**src/rtl/imem_fetch_sequencer.sv**
```systemverilog
// Fetch sequencer: PC register driving a combinational imem, 2-entry fetch queue towards decode.
// First word visible 2 cycles after enable; stalls with PC held when the queue is full and decode is not ready.
`timescale 1ns/1ps
module imem_fetch_sequencer #(
  parameter int                ADDR_W   = 7,
  parameter int                DATA_W   = 32,
  parameter logic [ADDR_W-1:0] RESET_PC = '0
) (
  input  logic              clk,
  input  logic              rst_n,
  input  logic              enable,
  output logic [ADDR_W-1:0] imem_addr,
  input  logic [DATA_W-1:0] imem_data,
  input  logic              redirect_valid,
  input  logic [ADDR_W-1:0] redirect_pc,
  output logic              inst_valid,
  output logic [DATA_W-1:0] inst,
  output logic [ADDR_W-1:0] inst_pc,
  input  logic              inst_ready,
  output logic              busy
);

  typedef enum logic [1:0] {
    IDLE  = 2'd0,
    RUN   = 2'd1,
    DRAIN = 2'd2
  } state_t;

  state_t              state_q, state_d;
  logic [ADDR_W-1:0]   pc_q, pc_d;
  logic [1:0]          cnt_q, cnt_d;
  logic [ADDR_W-1:0]   e0_pc_q, e0_pc_d, e1_pc_q, e1_pc_d;
  logic [DATA_W-1:0]   e0_dat_q, e0_dat_d, e1_dat_q, e1_dat_d;
  logic                deq;
  logic                push;

  assign deq = (cnt_q != 2'd0) && inst_ready;

  always_comb begin
    state_d  = state_q;
    pc_d     = pc_q;
    cnt_d    = cnt_q;
    e0_pc_d  = e0_pc_q;
    e0_dat_d = e0_dat_q;
    e1_pc_d  = e1_pc_q;
    e1_dat_d = e1_dat_q;
    push     = 1'b0;

    case (state_q)
      IDLE: begin
        if (!redirect_valid && enable) state_d = RUN;
      end
      RUN: begin
        // Fetch only while staying in RUN so dropping enable never queues a fresh word.
        if (!redirect_valid && !enable) state_d = DRAIN;
        push = !redirect_valid && enable && ((cnt_q != 2'd2) || deq);
      end
      DRAIN: begin
        if (redirect_valid)                         state_d = enable ? RUN : IDLE;
        else if (enable)                            state_d = RUN;
        else if ((cnt_q - 2'(deq)) == 2'd0)         state_d = IDLE;
      end
      default: state_d = IDLE;
    endcase

    if (redirect_valid) begin
      cnt_d = 2'd0;
      pc_d  = redirect_pc;
    end else begin
      if (push) pc_d = pc_q + ADDR_W'(1);
      case ({push, deq})
        2'b10: begin
          cnt_d = cnt_q + 2'd1;
          if (cnt_q == 2'd0) begin
            e0_pc_d  = pc_q;
            e0_dat_d = imem_data;
          end else begin
            e1_pc_d  = pc_q;
            e1_dat_d = imem_data;
          end
        end
        2'b01: begin
          cnt_d = cnt_q - 2'd1;
          // Shift only when a second entry exists, so the last head stays visible.
          if (cnt_q == 2'd2) begin
            e0_pc_d  = e1_pc_q;
            e0_dat_d = e1_dat_q;
          end
        end
        2'b11: begin
          if (cnt_q == 2'd1) begin
            e0_pc_d  = pc_q;
            e0_dat_d = imem_data;
          end else begin
            e0_pc_d  = e1_pc_q;
            e0_dat_d = e1_dat_q;
            e1_pc_d  = pc_q;
            e1_dat_d = imem_data;
          end
        end
        default: ;
      endcase
    end
  end

  always_ff @(posedge clk or negedge rst_n) begin
    if (!rst_n) begin
      state_q  <= IDLE;
      pc_q     <= RESET_PC;
      cnt_q    <= 2'd0;
      e0_pc_q  <= '0;
      e0_dat_q <= '0;
      e1_pc_q  <= '0;
      e1_dat_q <= '0;
    end else begin
      state_q  <= state_d;
      pc_q     <= pc_d;
      cnt_q    <= cnt_d;
      e0_pc_q  <= e0_pc_d;
      e0_dat_q <= e0_dat_d;
      e1_pc_q  <= e1_pc_d;
      e1_dat_q <= e1_dat_d;
    end
  end

  assign imem_addr  = pc_q;
  assign inst_valid = (cnt_q != 2'd0);
  assign inst       = e0_dat_q;
  assign inst_pc    = e0_pc_q;
  assign busy       = (state_q != IDLE);

endmodule

```
**config.mk**
```make
export PLATFORM = sky130hd
export DESIGN_NAME = imem_fetch_sequencer
export DESIGN_NICKNAME = d
export VERILOG_FILES = /design/src/rtl/imem_fetch_sequencer.sv
export SDC_FILE = /design/constraint.sdc
export NUM_CORES = 1
export LEC_CHECK = 0
export ABC_AREA = 0
export CAP_MARGIN = 20
export CORE_MARGIN = 2
export CORE_UTILIZATION = 54
export DETAILED_ROUTE_END_ITERATION = 12
export PLACE_DENSITY = 0.88
export SKIP_CTS_REPAIR_TIMING = 1
export SLEW_MARGIN = 20
export SYNTH_ARGS = -nofsm -noshare
export SYNTH_HDL_FRONTEND = slang
export SYNTH_SLANG_ARGS = --single-unit
```
**constraint.sdc**
```tcl
create_clock -name clk -period 6.7 [get_ports clk]
set_clock_uncertainty 0.2 [all_clocks]
set_input_delay 1.005 -clock clk [delete_from_list [all_inputs] [get_ports clk]]
set_output_delay 1.005 -clock clk [all_outputs]
set_load 0.05 [all_outputs]
```
Word-level counts from Yosys, hierarchy flattened
Cells that the tools add are included.
{"block": "totals", "regBits": 89, "latchBits": 0, "mem_bits_rw": 0, "mem_bits_ro": 0, "inputBits": 44, "out_inout_bits": 48, "elab_cells": 72, "n_memories": 0}
{"block": "op_classes", "add_sub_neg": 4, "mul": 0, "div": 0, "n_lt_le_gt_ge": 0, "n_eq_ne": 15, "shift": 0, "muxes": 26, "bitwise_logic": 1, "n_reduce_logical": 19}
{"op": "two-way mux 32 bit", "count": 5}
{"op": "one-hot mux 32 bit (3 select lines)", "count": 1}
{"op": "one-hot mux 32 bit (2 select lines)", "count": 1}
{"op": "two-way mux 7 bit", "count": 7}
{"op": "one-hot mux 7 bit (3 select lines)", "count": 1}
{"op": "!= test 2 bit, second input constant", "count": 7}
{"op": "one-hot mux 7 bit (2 select lines)", "count": 1}
{"op": "two-way mux 2 bit", "count": 6}
{"op": "equality test 2 bit, second input constant", "count": 4}
{"op": "AND reduction 4 bit", "count": 2}
{"op": "nonzero test 2 bit", "count": 4}
{"op": "adder 7 x 1 -> 7 bit, second input constant", "count": 1}
{"op": "equality test 2 x 1 -> 1 bit, second input constant", "count": 3}
{"op": "zero test 2 bit", "count": 3}
{"op": "one-hot mux 2 bit (3 select lines)", "count": 1}
{"op": "nonzero test 3 bit", "count": 2}
{"op": "logical AND 1 bit", "count": 4}
{"op": "!= test 4 bit, second input constant", "count": 1}
{"op": "one-hot mux 2 bit (2 select lines)", "count": 1}
{"op": "AND reduction 3 bit", "count": 1}
{"op": "adder 2 x 1 -> 2 bit, second input constant", "count": 1}
{"op": "zero test 1 bit", "count": 2}
{"op": "two-way mux 1 bit", "count": 2}
{"op": "subtractor 2 x 1 -> 2 bit", "count": 1}
{"op": "3 further kinds", "count": 3}

Longest topological paths before layout
Gate-level depths: netlist of run 1.
{"block": "logic_depth", "ltp_word": 8, "ltp_mapped": 9, "mapped_depth_nobuf": 6}

Least setup slack after synthesis of run 1
No wires, ideal clock.
{"block": "synth_timing", "path_kind": "in2reg", "from": "in redirect_valid", "to": "reg e1_dat_q[0]", "setup_time_ns": 0.125, "arrival_time_ns": 2.226, "required_ns": 6.375, "setup_slack_ns": 4.149, "stages": 6, "path_buffers": 3, "path_cell_list": "and4bb_1 -> buf_4 -> o2111a_1 -> buf_4 -> buf_6 -> mux2_2"}
{"block": "synth_via", "elab_chain_len": 7, "word_cells_on_any_way": 12, "classes_between": "eq/ne (4); mux (2); bitwise (1); reduce/logical (5)"}
{"item": "start: declaration", "line_no": "14", "source": "input logic redirect_valid,"}
{"item": "zero test 1 bit", "line_no": "56", "source": "push = !redirect_valid && enable && ((cnt_q != 2'd2) || deq);"}
{"item": "logical AND 1 bit (2 in series)", "line_no": "56"}
{"item": "two-way mux 1 bit", "line_no": "49", "source": "case (state_q)"}
{"item": "equality test 2 bit", "line_no": "71", "source": "case ({push, deq})"}
{"item": "!= test 2 bit (no source line) / nonzero test 2 bit (equally long branches)"}
{"item": "AND reduction 4 bit (no source line)"}
{"item": "end signal: assignment", "line_no": "122", "source": "e1_dat_q <= e1_dat_d;"}
{"item": "end: declaration", "line_no": "33", "source": "logic [DATA_W-1:0] e0_dat_q, e0_dat_d, e1_dat_q, e1_dat_d;"}
Several ways; a longest one is shown, not always the timed one.
A chain may end at the register's enable or synchronous reset.

Worst setup path after layout of run 1
{"block": "layout_timing", "from": "in redirect_valid", "to": "reg e1_dat_q[27]"}
The elaborated chain is that of the path after synthesis.

==> PnR_summary.wiki, run 1 <==
{| class="wikitable"
! Metric !! Value
|-
| Number of flip-flops and latches in the synthesized netlist || 89
|-
| Synth Flop Type || sky130_fd_sc_hd__dfrtp_1
|-
| Uppermost metal layer occupied by signal nets || met4
|-
| Share of Yosys cell area claimed by the top area cell type || 0.554
|-
| Yosys Warn Count || 0
|-
| Inst Count DP || roughly 510
|-
| Final period demand of the worst path || 3.72 ns
|-
| Number of placement rows || 31
|-
| Via total after detailed routing || 2812
|-
| Ratio of routed vias to standard cells || 5.40
|-
| Final setup violating endpoints || 0
|-
| Count of different cell masters after synthesis || 38
|-
| CTS tree || yes
|-
| DR iter-0 viols || 152
|-
| Vertical extent of the die || around 90 um
|-
| Total Nets Final || approximately 470
|-
| Required time worst endpoint || 6.73 ns
|-
| Class of the tightest hold or removal check || register to register
|-
| Placement Setup Slack || around 2.6 ns
|-
| Total wire length after detailed routing || 8230 um
|-
| Count of input and output buffers || 91
|-
| Total global routing overflow || 0
|-
| Weighted congestion at the end of routability-driven global placement || 0.853
|-
| Critical-path maximum fanout || 39
|-
| Effective utilization at floorplan || 0.557
|-
| Final standard cell count with taps included and fillers excluded || between 500 and 600
|-
| Clock-pin slew reported for the worst setup and hold paths after clock tree synthesis || 0.08 ns
|-
| Final Hold Viols || 0
|-
| Diodes inserted || 0
|-
| Overall die width || 90.3 um
|-
| Fraction of final layout cells sized beyond drive strength 1 || 0.147
|-
| Routed metal-1 wire length || 3580 um
|-
| Met2 routed WL || 4000 um
|-
| Mapped Nets || 380
|-
| Post-synthesis cell type with the largest combined area || sky130_fd_sc_hd__dfrtp_1
|-
| Detailed-placement wirelength estimate || 5490 um
|-
| Outcome || complete, no violations
|-
| Worst-case headroom to the max-slew limit || 0.387
|-
| Syn Area/Cell || 12.1 sq um
|-
| Leading post-synthesis cells by instance count || sky130_fd_sc_hd__dfrtp_1, sky130_fd_sc_hd__nor2_1, sky130_fd_sc_hd__mux2i_1
|-
| Area added between synthesis and finish || 28.0%
|-
| Cell chosen for the clock root || sky130_fd_sc_hd__clkbuf_8
|-
| Routed len/inst || 15.8 um
|-
| Crit end category || register
|-
| Maximum number of buffers from clock root to sink || 2
|-
| Filler Cells Inserted || 520
|-
| Largest voltage drop on the vdd net || 310 uV
|-
| Leakage Power || 2.12 nW
|-
| Unrepaired setup endpoints after global routing || false
|-
| Clock insertion delay at the later pin of the skew report || 0.35 ns
|-
| Post-DRT Antenna Nets || 0
|-
| First drt pass iteration count || 4
|-
| Number of cells produced by synthesis || 332
|-
| Number of antenna violations at the first check in global routing || 0
|-
| Wire length on met3 || 476 um
|-
| PnR Total Power || 0.00240 W
|-
| Nature of the critical path startpoint || primary input
|-
| Top cells by area in the synthesized netlist || sky130_fd_sc_hd__dfrtp_1, sky130_fd_sc_hd__mux2i_1, sky130_fd_sc_hd__mux2_2
|-
| Slew at the pin closest to its max-slew limit || 0.919 ns
|-
| Setup ws final || 2.98 ns
|-
| Core region area || 0.00721 sq mm
|-
| Global-route usage over all layers || 0.211
|-
| Synth async-reset ratio || 1.00
|-
| Arr. time, crit path || ~3.8 ns
|-
| Max capacitance violation total || 0
|-
| CTS buffer count || 9
|-
| Final Cycle Share || 0.556
|-
| Worst setup path category || primary input to register
|-
| Number of levels in the clock H-tree || 3
|-
| Cell area after synthesis || 0.00402 sq mm
|-
| Sequential-to-total area share from yosys stat || 0.554
|-
| Wire length of the first global-routing pass || 14000 um
|-
| Max Freq || 269 MHz
|-
| Area of the die || 0.00815 sq mm
|-
| Remaining routing DRC violations || 0
|-
| Most repeated cell in the gate-level netlist after synthesis || sky130_fd_sc_hd__dfrtp_1
|-
| I/O pin cnt || 92
|-
| Cell area power density || 466 mW/mm^2
|-
| Total negative setup slack || 0 ns
|-
| Vias in the first global route || 2944
|-
| Number of max-slew violations in the final report || 0
|-
| Largest net degree at the start of global routing || 90
|-
| Number of enable-type register cells in the synthesized netlist || 0
|-
| Clock sink count || 89
|}
==> power by group <==
group | internal (W) | switching [W] | leakage (nW)
Clock | 0.000137 | 0.000193 | 0.0822
Combinational | 0.000439 | 0.000713 | 0.959
Sequential | 0.000775 | 0.000140 | 1.07
Total | 0.00135 | 0.00105 | 2.12
==> worst max-delay path, cell delays in order <==
cell                              delay (ns)
sky130_fd_sc_hd__clkdlybuf4s50_1        0.77
sky130_fd_sc_hd__and4bb_1               0.64
sky130_fd_sc_hd__o2111a_2               0.89
sky130_fd_sc_hd__mux2_2                 0.42
==> per-stage QoR <==
step           hold WS, ns  instance area, sq um  utilization
3_3_place_gp         0.267                  4960        0.688
2_1_floorplan        0.258                  4020            -
4_1_cts              0.299                  5140        0.713
6_report             0.296                  5140        0.713
3_5_place_dp         0.279                  4960        0.688
5_1_grt              0.309                  5140        0.713
==> layout by cell type (no fill, tap or decap), drive strengths merged, types with 2 or more instances in the layout <==
| cell | count |
|---|---|
| buf | 4 |
| nor2b | 2 |
| and3 | 2 |
| a21oi | 43 |
| mux2i | 42 |
| nand2 | 6 |
| a21o | 2 |
| dfrtp | 89 |
| mux2 | 40 |
| clkinv | 2 |
| o21ai | 4 |
| a211oi | 4 |
| xnor2 | 2 |
| clkbuf | 9 |
| nand3 | 2 |
| nor3 | 2 |
| nor2 | 44 |
| ha | 4 |
| nand2b | 4 |
| inv | 6 |
| clkdlybuf4s50 | 90 |
| a221o | 2 |
| clkinvlp | 3 |
==> state kept, by name, summed over array words and instances, names as in the netlist <==
| name | cells |
|---|---|
| cnt_q | 2 |
| e1_dat_q | 32 |
| e1_pc_q | 7 |
| imem_addr | 7 |
| inst | 32 |
| inst_pc | 7 |
| state_q | 2 |
==> final cells by class <==
| type | count | area (sq um) | area share |
|---|---|---|---|
| Multi-Input combinational cell | 219 | 1670 | 0.324 |
| Timing Repair Buffer | 94 | 935 | 0.182 |
| Tap cell | 99 | 124 | 0.0241 |
| Clock inverter | 7 | 53.8 | 0.0105 |
| Sequential cell | 89 | 2230 | 0.433 |
| Clock buffer | 9 | 124 | 0.0241 |
| Inverter | 4 | 15.0 | 0.00292 |
==> worst paths after layout <==
check                          startpoint      endpoint  slack [ns]  cells past startpoint
min reg2reg                    e1_pc_q[5]    e1_pc_q[5]        0.30                      1
min in group asynchronous           rst_n      inst[28]        0.51                      1
max reg2reg                      cnt_q[0]    inst_pc[0]        4.00                      7
min                            e1_pc_q[5]    e1_pc_q[5]        0.30                      1
max in group asynchronous           rst_n      inst[12]        5.26                      1
max                        redirect_valid  e1_dat_q[27]        2.98                      4
==> kinds of logic after synthesis <==
kind of cell / count (synthesis) / synth area share
DFF: 89 / 0.554
muxes: 82 / 0.217
and+or+nand+nor: 68 / 0.0809
AOI/OAI and AO/OA: 62 / 0.0931
buffers and inverters: 24 / 0.0361
adders and majority gates: 4 / 0.0125
xor gates and xnor gates: 3 / 0.00654
==> metal layers <==
layer,vias up,GRT usage
met1,1380,0.272
li1,1342,-
met4,0,0.0782
met5,-,0
met2,76,0.341
met3,14,0.0643
(Power assumes the default switching activity.)
==> inputs of run 2 (changes only) <==
--- a/config.mk
+++ b/config.mk
@@ -8,9 +8,9 @@
 export ABC_AREA = 0
 export CAP_MARGIN = 20
 export CORE_MARGIN = 2
-export CORE_UTILIZATION = 54
+export CORE_UTILIZATION = 45
 export DETAILED_ROUTE_END_ITERATION = 12
-export PLACE_DENSITY = 0.88
+export PLACE_DENSITY = 0.79
 export SKIP_CTS_REPAIR_TIMING = 1
 export SLEW_MARGIN = 20
 export SYNTH_ARGS = -nofsm -noshare
==> constraint.sdc (replaced) <==
create_clock -name clk -period 3 [get_ports clk]
set_clock_uncertainty 0.2 [all_clocks]
set_input_delay 0.45 -clock clk [delete_from_list [all_inputs] [get_ports clk]]
set_output_delay 0.45 -clock clk [all_outputs]
set_load 0.05 [all_outputs]
==> PnR_summary.wiki, run 2 (synthesized netlist as in run 1, its figures left out) <==
{| class="wikitable"
! Metric !! Value
|-
| Outcome || complete, no violations (unchanged)
|-
| Unrepaired setup endpoints after global routing || false (unchanged)
|-
| Leakage Power || 2.18 nW (was 2.12 nW)
|-
| Weighted congestion at the end of routability-driven global placement || 0.849 (was 0.853)
|-
| Global-route usage over all layers || 0.169 (was 0.211)
|-
| Max capacitance violation total || 0 (unchanged)
|-
| Overall die width || 98.5 um (was 90.3 um)
|-
| Commonest cells after routing, fill and taps aside || sky130_fd_sc_hd__clkdlybuf4s50_1, sky130_fd_sc_hd__dfrtp_1, sky130_fd_sc_hd__nor2_1 (unchanged)
|-
| Cell at the slowest stage of the critical path || sky130_fd_sc_hd__clkdlybuf4s50_1 (was sky130_fd_sc_hd__o2111a_2)
|-
| Endpoint of the most critical register-to-register path || inst[29] (was inst_pc[0])
|-
| Wire length on met3 || 334 um (was 476 um)
|-
| Core region area || 0.00868 sq mm (was 0.00721 sq mm)
|-
| Crit end category || output port (was register)
|-
| Final setup violating endpoints || 0 (unchanged)
|-
| Post-DRT Antenna Nets || 0 (unchanged)
|-
| Detailed-placement wirelength estimate || 5440 um (was 5490 um)
|-
| Vertical extent of the die || 98.5 um (was 90.3 um)
|-
| Commonest non-fill, non-tap cell in the layout || sky130_fd_sc_hd__clkdlybuf4s50_1 (unchanged)
|-
| Class of the tightest hold or removal check || register to register (unchanged)
|-
| Inst Count DP || 520 (was 505)
|-
| Startpoint of the worst hold path || e1_dat_q[3] (was e1_pc_q[5])
|-
| Depth of the worst register-to-register path || 7 (unchanged)
|-
| Largest voltage drop on the vdd net || 585 uV (was 310 uV)
|-
| Hold worst-path end || e1_dat_q[3] (was e1_pc_q[5])
|-
| Fraction of final layout cells sized beyond drive strength 1 || 0.156 (was 0.147)
|-
| Reg2reg start || cnt_q[0] (unchanged)
|-
| Cell depth of the worst hold path || 1 (unchanged)
|-
| Uppermost metal layer occupied by signal nets || met4 (unchanged)
|-
| Effective utilization at floorplan || 0.463 (was 0.557)
|-
| Final standard cell count with taps included and fillers excluded || 537 (was 521)
|-
| Critical-path maximum fanout || 5 (was 39)
|-
| Diodes inserted || 0 (unchanged)
|-
| Cell chain of the critical path || inv_1 -> ha_1 -> inv_1 -> clkdlybuf4s50_1 (was clkdlybuf4s50_1 -> and4bb_1 -> o2111a_2 -> mux2_2)
|-
| I/O pin cnt || 92 (unchanged)
|-
| Number of placement rows || 34 (was 31)
|-
| Cell chosen for the clock root || sky130_fd_sc_hd__clkbuf_8 (unchanged)
|-
| Cell family with the largest share of critical-path delay || buffers and inverters (was compound AO/OA/AOI/OAI gates)
|-
| Arr. time, crit path || 1.99 ns (was 3.76 ns)
|-
| Worst path max stage delay || 0.81 ns (was 0.89 ns)
|-
| Clock-pin slew reported for the worst setup and hold paths after clock tree synthesis || 0.08 ns (about the same)
|-
| Area added between synthesis and finish || 30.9% (was 28.0%)
|-
| Required time worst endpoint || 2.35 ns (was 6.73 ns)
|-
| Via total after detailed routing || 2790 (was 2812)
|-
| Vias in the first global route || 2826 (was 2944)
|-
| Area of the die || 0.00970 sq mm (was 0.00815 sq mm)
|-
| CTS tree || yes (unchanged)
|-
| Total wire length after detailed routing || 8020 um (was 8230 um)
|-
| Largest net degree at the start of global routing || 90 (unchanged)
|-
| Maximum number of buffers from clock root to sink || 2 (unchanged)
|-
| Routed len/inst || 14.9 um (was 15.8 um)
|-
| CTS buffer count || 9 (unchanged)
|-
| Met2 routed WL || 3880 um (was 4000 um)
|-
| Cell mode on critical path || sky130_fd_sc_hd__inv_1
|-
| Clock sink count || 89 (unchanged)
|-
| Setup slack, reg-to-reg || 0.55 ns (was 4.00 ns)
|-
| Slew at the pin closest to its max-slew limit || 0.559 ns (was 0.919 ns)
|-
| Cell area power density || 1050 mW/mm^2 (was 466 mW/mm^2)
|-
| Max Freq || 379 MHz
|-
| Number of levels in the clock H-tree || 3 (unchanged)
|-
| Final period demand of the worst path || 2.64 ns
|-
| Total global routing overflow || 0 (unchanged)
|-
| Total negative setup slack || 0 ns (unchanged)
|-
| Ratio of routed vias to standard cells || 5.20 (was 5.40)
|-
| Clock insertion delay at the later pin of the skew report || 0.34 ns (was 0.35 ns)
|-
| Final Hold Viols || 0 (unchanged)
|-
| Worst-case headroom to the max-slew limit || 0.627 (was 0.387)
|-
| Count of input and output buffers || 91 (unchanged)
|-
| DR iter-0 viols || 83 (was 152)
|-
| Remaining routing DRC violations || 0 (unchanged)
|-
| Filler Cells Inserted || 742 (was 520)
|-
| Number of max-slew violations in the final report || 0 (unchanged)
|-
| Buffers and inverters on the worst path || 3 (was 1)
|-
| Total Nets Final || 472 (was 465)
|-
| Wire length of the first global-routing pass || 13300 um (was 14000 um)
|-
| Number of antenna violations at the first check in global routing || 0 (unchanged)
|-
| Nature of the critical path startpoint || register (was primary input)
|-
| Final Cycle Share || 0.880
|-
| First drt pass iteration count || 5 (was 4)
|-
| Routed metal-1 wire length || 3650 um (was 3580 um)
|-
| Worst setup path category || register to output port (was primary input to register)
|}
## run 2: cell count changes in the layout (fill, tap and decap cells not counted)
cell,change
sky130_fd_sc_hd__inv_6,-2
sky130_fd_sc_hd__buf_6,-1
sky130_fd_sc_hd__clkbuf_8,+1
sky130_fd_sc_hd__clkbuf_1,+1
sky130_fd_sc_hd__buf_12,+1
sky130_fd_sc_hd__dlygate4sd3_1,+1
sky130_fd_sc_hd__clkinv_2,+1
sky130_fd_sc_hd__buf_4,+6
sky130_fd_sc_hd__clkinvlp_4,-3
sky130_fd_sc_hd__bufinv_16,+2
## run 2: stage by stage
step	hold slack [ns]	setup WS (ns)	util	total power [W]	area, sq um
global route	0.313	0.246	0.606	0.00581	5260
finish	0.297	0.361	0.606	0.00550	5260
global placement	0.268	0.340	0.580	0.00457	5030
detailed placement	0.279	0.278	0.580	0.00464	5030
CTS	-0.0463	0.324	0.605	0.00556	5250
floorplan	-0.0456	0.765	-	0.00378	4020
## run 2: power breakdown
| part | switching (W) | internal [W] |
|---|---|---|
| Combinational | 0.00158 | 0.000988 |
| Sequential | 0.000303 | 0.00173 |
| Clock | 0.000411 | 0.000491 |
| Total | 0.00229 | 0.00321 |
## run 2: area by class of cell
| cell class | count | area [sq um] | area share |
|---|---|---|---|
| Multi-Input combinational cell | 219 | 1670 | 0.317 |
| Clock inverter | 5 | 78.8 | 0.0150 |
| Clock buffer | 11 | 141 | 0.0269 |
| Sequential cell | 89 | 2230 | 0.423 |
| Timing Repair Buffer | 101 | 998 | 0.190 |
| Tap cell | 108 | 135 | 0.0257 |
| Inverter | 4 | 15.0 | 0.00285 |
## run 2: routing by layer
layer,up-vias,global-route usage
met3,10,0.0376
met2,63,0.278
met5,-,0
li1,1351,-
met4,0,0.0653
met1,1366,0.218
## run 2: how the worst max path moves through the flow
stage,slack [ns],start,cells past startpoint,endpoint
2_1_floorplan,0.77,cnt_q[0],7,e1_dat_q[0]
3_3_place_gp,0.34,enable,5,e1_dat_q[17]
3_5_place_dp,0.28,enable,5,e1_dat_q[30]
4_1_cts,0.32,cnt_q[0],4,inst_valid
5_1_grt,0.25,cnt_q[0],4,inst_valid
6_report,0.36,cnt_q[0],4,inst_valid
==> inputs of run 3 (changes only) <==
--- a/config.mk
+++ b/config.mk
@@ -10,7 +10,8 @@
 export CORE_MARGIN = 2
 export CORE_UTILIZATION = 45
 export DETAILED_ROUTE_END_ITERATION = 12
-export PLACE_DENSITY = 0.79
+export PLACE_DENSITY_LB_ADDON = 0.2
+export REMOVE_ABC_BUFFERS = 1
 export SKIP_CTS_REPAIR_TIMING = 1
 export SLEW_MARGIN = 20
 export SYNTH_ARGS = -nofsm -noshare
==> PnR_summary.wiki, run 3 (synthesized netlist as in run 1, its figures left out) <==
{| class="wikitable"
! Metric !! Value
|-
| Outcome || complete, no violations (unchanged)
|-
| Post-DRT Antenna Nets || 0 (unchanged)
|-
| First drt pass iteration count || 4 (was 5)
|-
| Final Cycle Share || 0.883 (was 0.880)
|-
| Number of max-slew violations in the final report || 0 (unchanged)
|-
| I/O pin cnt || 92 (unchanged)
|-
| Commonest non-fill, non-tap cell in the layout || sky130_fd_sc_hd__clkdlybuf4s50_1 (unchanged)
|-
| Unrepaired setup endpoints after global routing || false (unchanged)
|-
| Clock sink count || 89 (unchanged)
|-
| Nature of the critical path startpoint || register (unchanged)
|-
| Core region area || 0.00868 sq mm (unchanged)
|-
| Arr. time, crit path || 2.00 ns (was 1.99 ns)
|-
| Clock network power share || 0.164 (about the same)
|-
| Hold worst-path end || e1_pc_q[4] (was e1_dat_q[3])
|-
| Required time worst endpoint || 2.35 ns (about the same)
|-
| Largest voltage drop on the vdd net || 496 uV (was 585 uV)
|-
| Global-route usage over all layers || 0.176 (was 0.169)
|-
| Depth of the worst register-to-register path || 6 (was 7)
|-
| Final Hold Viols || 0 (unchanged)
|-
| Post-placement cell area || 0.00506 sq mm (was 0.00503 sq mm)
|-
| Cell internal power dissipation || 0.00322 W (was 0.00321 W)
|-
| Share of power burned in registers || 0.368 (was 0.370)
|-
| Area added between synthesis and finish || 31.5% (was 30.9%)
|-
| Total wire length after detailed routing || 8190 um (was 8020 um)
|-
| Worst setup path category || register to output port (unchanged)
|-
| Clock insertion delay at the later pin of the skew report || 0.35 ns (was 0.34 ns)
|-
| Area of all placed cells without fillers || 0.00529 sq mm (was 0.00526 sq mm)
|-
| Overall die width || 98.5 um (unchanged)
|-
| Cell depth of the worst hold path || 1 (unchanged)
|-
| Detailed-placement wirelength estimate || 5500 um (was 5440 um)
|-
| Ratio of routed vias to standard cells || 5.22 (was 5.20)
|-
| Combinational cell fraction of total power || 0.468 (was 0.466)
|-
| Vertical extent of the die || 98.5 um (unchanged)
|-
| Total global routing overflow || 0 (unchanged)
|-
| Effective utilization at floorplan || 0.463 (unchanged)
|-
| Count of input and output buffers || 91 (unchanged)
|-
| Diodes inserted || 0 (unchanged)
|-
| Clock-pin slew reported for the worst setup and hold paths after clock tree synthesis || 0.09 ns (was 0.08 ns)
|-
| Number of placement rows || 34 (unchanged)
|-
| Crit end category || output port (unchanged)
|-
| Commonest cells after routing, fill and taps aside || sky130_fd_sc_hd__clkdlybuf4s50_1, sky130_fd_sc_hd__dfrtp_1, sky130_fd_sc_hd__nor2_1 (unchanged)
|-
| Largest net degree at the start of global routing || 47 (was 90)
|-
| Class of the tightest hold or removal check || register to register (unchanged)
|-
| Total Nets Final || 472 (unchanged)
|-
| PnR Total Power || 0.00551 W (was 0.00550 W)
|-
| DR iter-0 viols || 129 (was 83)
|-
| Number of levels in the clock H-tree || 3 (unchanged)
|-
| Number of antenna violations at the first check in global routing || 0 (unchanged)
|-
| Maximum number of buffers from clock root to sink || 2 (unchanged)
|-
| Cell chosen for the clock root || sky130_fd_sc_hd__clkbuf_8 (unchanged)
|-
| Setup slack, reg-to-reg || 0.53 ns (was 0.55 ns)
|-
| CTS buffer count || 9 (unchanged)
|-
| Fraction of final layout cells sized beyond drive strength 1 || 0.154 (was 0.156)
|-
| Vias in the first global route || 2763 (was 2826)
|-
| Max Freq || 377 MHz (was 379 MHz)
|-
| Final setup violating endpoints || 0 (unchanged)
|-
| Net load switching power || 0.00229 W (about the same)
|-
| Max capacitance violation total || 0 (unchanged)
|-
| Cell area power density || 1040 mW/mm^2 (was 1050 mW/mm^2)
|-
| Area of the die || 0.00970 sq mm (unchanged)
|-
| Startpoint of the worst hold path || e1_pc_q[4] (was e1_dat_q[3])
|-
| Critical-path maximum fanout || 5 (unchanged)
|-
| Weighted congestion at the end of routability-driven global placement || 0.807 (was 0.849)
|-
| Remaining routing DRC violations || 0 (unchanged)
|-
| Via total after detailed routing || 2800 (was 2790)
|-
| Wire length of the first global-routing pass || 13700 um (was 13300 um)
|-
| Final period demand of the worst path || 2.65 ns (was 2.64 ns)
|-
| Endpoint of the most critical register-to-register path || imem_addr[6] (was inst[29])
|-
| CTS tree || yes (unchanged)
|-
| Slew at the pin closest to its max-slew limit || 0.614 ns (was 0.559 ns)
|-
| Switching share of power || 0.416 (was 0.417)
|-
| Routed len/inst || 15.3 um (was 14.9 um)
|-
| Leakage Power || 2.18 nW (about the same)
|-
| Reg2reg start || cnt_q[0] (unchanged)
|-
| Worst-case headroom to the max-slew limit || 0.591 (was 0.627)
|}
==> run 3: cell count changes in the layout (fill, tap and decap cells not counted), sizes merged <==
cell and delta:
clkinvlp +1, clkinv -3, inv +1
==> run 3: routing by layer <==
layer | global-route usage | vias up | routed length [um]
met5 | 0 | - | 0
met4 | 0.0643 | 0 | 126
met3 | 0.0383 | 13 | 403
met2 | 0.267 | 67 | 3780
met1 | 0.252 | 1363 | 3880
li1 | - | 1357 | -
==> run 3: through the flow <==
stage	setup WS, ns	std cells	hold slack [ns]	utilization	setup TNS (ns)
global route	0.265	536	0.322	0.609	0
detailed placement	0.335	520	0.279	0.583	0
CTS	0.327	535	-0.0831	0.608	0
finish	0.350	536	0.296	0.609	0
floorplan	-1.18	312	-0.0456	-	-45.94
global placement	0.384	520	0.268	0.583	0
==> run 3: worst max path at each step <==
| stage | from | endpoint | slack (ns) | depth (start not counted) |
|---|---|---|---|---|
| after floorplan | cnt_q[0] | inst[0] | -1.18 | 5 |
| after global routing | cnt_q[0] | inst_valid | 0.26 | 4 |
| after CTS | cnt_q[0] | inst_valid | 0.33 | 4 |
| after global placement | redirect_valid | e1_dat_q[26] | 0.38 | 5 |
| after detailed placement | redirect_valid | e1_dat_q[19] | 0.34 | 5 |
| final | cnt_q[0] | inst_valid | 0.35 | 4 |
==> run 3: area by class of cell <==
type | count | area, sq um
well taps | 108 | 135
clock inverters | 4 | 76.3
flip-flops and latches | 89 | 2230
inverters | 4 | 15.0
clock buffers | 11 | 141
multi-input cells | 219 | 1670
repair buffers | 101 | 1020
fillers | 748 | 3390
==> run 3: critical path: stages (launching register included) <==
cell	delay [ns]
sky130_fd_sc_hd__dfrtp_1	0.44
sky130_fd_sc_hd__inv_1	0.10
sky130_fd_sc_hd__ha_1	0.23
sky130_fd_sc_hd__inv_1	0.09
sky130_fd_sc_hd__clkdlybuf4s50_1	0.80
==> run 3: power by group through the flow <==
| stage | Clock [W] | Sequential [W] | Combinational, W |
|---|---|---|---|
| detailed placement | 0 | 0.00205 | 0.00260 |
| global placement | 0 | 0.00203 | 0.00255 |
| CTS | 0.000928 | 0.00203 | 0.00260 |
| global route | 0.000980 | 0.00210 | 0.00274 |
| finish | 0.000904 | 0.00202 | 0.00258 |
| floorplan | 0 | 0.00297 | 0.000793 |
